[config.mk]
export PLATFORM = sky130hd
export DESIGN_NAME = write_back
export DESIGN_NICKNAME = d
export VERILOG_FILES = /design/src/rtl/rv32i_pkg.sv /design/src/rtl/mux2.sv /design/src/rtl/write_back.sv
export SDC_FILE = /design/constraint.sdc
export NUM_CORES = 1
export LEC_CHECK = 0
export CAP_MARGIN = 20
export CORE_MARGIN = 8
export CORE_UTILIZATION = 25
export DETAILED_ROUTE_END_ITERATION = 7
export GPL_TIMING_DRIVEN = 0
export PLACE_DENSITY = 0.89
export SYNTH_ARGS = -nofsm -noshare
export SYNTH_HDL_FRONTEND = slang
export SYNTH_SLANG_ARGS = --single-unit
[constraint.sdc]
create_clock -name vclk -period 2.9
set_input_delay 0.435 -clock vclk [all_inputs]
set_output_delay 0.435 -clock vclk [all_outputs]
set_load 0.02 [all_outputs]
[src/rtl/rv32i_pkg.sv]
// Shared RV32I pipeline definitions: datapath widths, write-back source codes
// and a small register-file write-enable helper.
package rv32i_pkg;

    localparam int XLEN       = 32;
    localparam int REG_ADDR_W = 5;

    typedef enum logic [1:0] {
        WB_ALU_MEM = 2'b00,
        WB_PC4     = 2'b01,
        WB_RSV2    = 2'b10,
        WB_RSV3    = 2'b11
    } wb_sel_t;

    // x0 is hardwired to zero, so a write aimed at it is dropped here
    function automatic logic rf_write_en(input logic we, input logic [REG_ADDR_W-1:0] rd);
        return we && (rd != '0);
    endfunction

endpackage

[src/rtl/mux2.sv]
// 32-bit two-input mux used for the first-level write-back select
// (in0 = ALU result, in1 = memory load data).
module mux2
    import rv32i_pkg::*;
(
    input  logic            sel,
    input  logic [XLEN-1:0] in0,
    input  logic [XLEN-1:0] in1,
    output logic [XLEN-1:0] out
);

    assign out = sel ? in1 : in0;

endmodule

[src/rtl/write_back.sv]
// RV32I write-back stage: picks ALU/load/link data for the register file.
// Define WB_FWD_REG_EN to add a registered forwarding copy (o_wb_fwd_*).
module write_back
    import rv32i_pkg::*;
(
    input  logic                  i_clk,
    input  logic                  i_rst,
    input  logic                  i_ma_mem_to_reg,
    input  logic [1:0]            i_ma_rw_sel,
    input  logic [XLEN-1:0]       i_ma_result,
    input  logic [XLEN-1:0]       i_ma_read_data,
    input  logic [XLEN-1:0]       i_ma_pc_plus_4,
    input  logic                  i_ma_reg_write,
    input  logic [REG_ADDR_W-1:0] i_ma_rd,
    output logic [XLEN-1:0]       o_wb_data,
    output logic                  o_wb_reg_write,
`ifdef WB_FWD_REG_EN
    output logic [XLEN-1:0]       o_wb_fwd_data,
    output logic [REG_ADDR_W-1:0] o_wb_fwd_rd,
    output logic                  o_wb_fwd_valid,
`endif
    output logic [REG_ADDR_W-1:0] o_wb_rd
);

    logic [XLEN-1:0] alu_mem_data;

    mux2 u_mux2 (
        .sel (i_ma_mem_to_reg),
        .in0 (i_ma_result),
        .in1 (i_ma_read_data),
        .out (alu_mem_data)
    );

    // Reserved select codes drive zero so no code can leak stale or X data
    always_comb begin
        o_wb_data = '0;
        case (wb_sel_t'(i_ma_rw_sel))
            WB_ALU_MEM: o_wb_data = alu_mem_data;
            WB_PC4:     o_wb_data = i_ma_pc_plus_4;
            default:    o_wb_data = '0;
        endcase
    end

    assign o_wb_reg_write = rf_write_en(i_ma_reg_write, i_ma_rd);
    assign o_wb_rd        = i_ma_rd;

`ifdef WB_FWD_REG_EN
    always_ff @(posedge i_clk) begin
        if (i_rst) begin
            o_wb_fwd_data  <= '0;
            o_wb_fwd_rd    <= '0;
            o_wb_fwd_valid <= 1'b0;
        end else begin
            o_wb_fwd_data  <= o_wb_data;
            o_wb_fwd_rd    <= o_wb_rd;
            o_wb_fwd_valid <= o_wb_reg_write;
        end
    end
`else
    // Clock and reset stay on the port list so every stage shares one interface
    logic unused_clk_rst;
    assign unused_clk_rst = i_clk ^ i_rst;
`endif

endmodule

==> impl_results.md <==
* Seq/Total Area, Yosys at 0
* Mean area per synthesized cell at 7.88 um^2
* Largest net degree at the start of global routing at 11
* Post-CTS setup buffers at 0
* Vias in the first global route at around 1,600
* HPWL after DPL at 4.44 mm
* Crit start category: input pin
* CP Cell Sequence: clkdlybuf4s50_1 > inv_1 > clkbuf_1 > a211oi_1 > clkdlybuf4s50_1
* Most frequent CP cell: clkdlybuf4s50_1
* P&R area growth vs syn at 161%
* Minimum clock period at ~2.8 ns
* Gr usage total at 0.163
* Drt wl/cell at between 15 and 20 um
* CP Max Fanout at 10
* Initial antenna violation count at 0
* Pwr dens at around 160 mW/mm^2
* IO Port Bufs at between 100 and 150
* Final wirelength at roughly 5.1 mm
* Initial DRC Count at 13
* Total grt overflow at 0
* Reg area at 0 um^2
* RSZ-0062 raised after global routing: false
* CLK BUF at 0
* Routability congestion estimate at 0.762
* Max-slew headroom at 0.672
* First-pass GRT wire length at around 8.1 mm
* Initial DRT Pass Iterations at 4
* Die area at roughly 0.0059 mm^2
* Synth Instances at around 120
* PnR Total Power at around 0.00038 W
* Min-delay worst type: in2out
* Residual DRC at 0
* Worst vdd ir at about 0.077 mV
* Vias/cell at ~4.7
* Nets at around 370
* Outcome: finished, final reports clean
* Initial Util at 0.256
* Synthesis Warnings at 0
* Max-cap violation count at 0
* LEAKAGE at between 0.9 and 1 nW
* Num rows at 22
* IO Pins at around 150
* Max Fclk at between 300 and 400 MHz
* Critical Path AT at around 2.3 ns
* Least-Margin Pin Slew at around 0.5 ns
* Cell variety after synth at 10
* Final-layout fill cell count at approximately 320
* CTS Hold Bufs at 0
* Core ar. at ~0.0036 mm^2
* Final hold violations at 0
* Setup-failing EPs final at 0
* Max-slew violations at 0
* Sequential cell count at 0
* Tcrit/Tclk final at 0.950
* # diodes at 0
* CP Capture Type: output port
* Post-Syn Area at 922 um^2
* CP Class: in2out
* Mapped Nets at between 200 and 250
* Setup TNS Final at 0 ns
* Layout cells sized above 1 at 0.0347
* Req. time, crit path at 2.47 ns
* Slowest cell on the critical path: clkdlybuf4s50_1
* Die Y at 76.7 um
* Width of the die at roughly 77 um
* Routed Antenna Nets at 0
* CP max stage delay at about 0.66 ns
* Number of vias in the routed layout at around 1,400
[worst max-delay path, delay by kind of cell]
family | cells | cell delay (ns)
buf+inv | 4 | 1.58
compound gates | 1 | 0.31
[cell usage after synthesis]
master	n	area share
nor2b_1	32	0.22
buf_12	3	0.065
buf_6	1	0.012
clkbuf_1	9	0.037
inv_1	1	0.0041
o21a_1	1	0.0081
a211oi_1	32	0.26
mux2i_1	32	0.35
or4_1	1	0.0081
buf_4	5	0.041
[placed cells by master (no fill, tap or decap), drive strengths merged]
master	n
clkdlybuf4s50	140
mux2i	32
nor2b	32
a211oi	32
clkbuf	9
buf	9
dlymetal6s2s	2
inv	1
or4	1
o21a	1
[path summary, 6_finish.rpt]
path                             from       endpoint  slack, ns  cells past startpoint
worst max-delay path   i_ma_rw_sel[0]   o_wb_data[6]       0.15                      5
worst min-delay path  i_ma_mem_to_reg  o_wb_data[13]       1.58                      5
[per-layer routing]
metal	track usage	vias up	share of wire
li1	-	721	-
met1	0.174	637	0.40
met2	0.312	78	0.50
met3	0.0513	4	0.086
met4	0.0115	0	0.0086
met5	0	-	0
[power breakdown]
group / leakage [nW] / internal [W] / switching (W)
Clock: 0 / 0 / 0
Sequential: 0 / 0 / 0
Combinational: 0.952 / 0.000241 / 0.000143
Total: 0.952 / 0.000241 / 0.000143
[logic make-up (layout without fill, tap and decap cells)]
family,after synthesis,count (layout),share of synthesized area
simple gates,33,33,0.225
compound gates,33,33,0.269
mux,32,32,0.347
buf+inv,19,161,0.159
[timing repair]
| action | 4_1_cts | 5_1_grt |
|---|---|---|
| setup endpoints to repair | 0 | 2 |
| resized for setup | 0 | 2 |
| endpoints found under the hold margin | 0 | 0 |
[area by class of cell]
type	instances	area (um^2)	share of cell area
Timing Repair Buffer	142	1430	0.592
Inverter	1	3.75	0.00156
Multi-Input combinational cell	98	776	0.322
Buffer	18	143	0.0592
Tap cell	48	60.1	0.0249
[metrics by stage]
step	instance area, um^2	util	hold slack [ns]	worst slack, ns	cells
2_1_floorplan	922	-	0.949	1.08	117
3_3_place_gp	2400	0.667	1.78	0.116	307
3_5_place_dp	2400	0.667	1.77	0.111	307
4_1_cts	2400	0.667	1.77	0.120	307
5_1_grt	2410	0.668	1.65	0.00519	307
6_report	2410	0.668	1.58	0.146	307
Power figures use the tool's default switching activity.
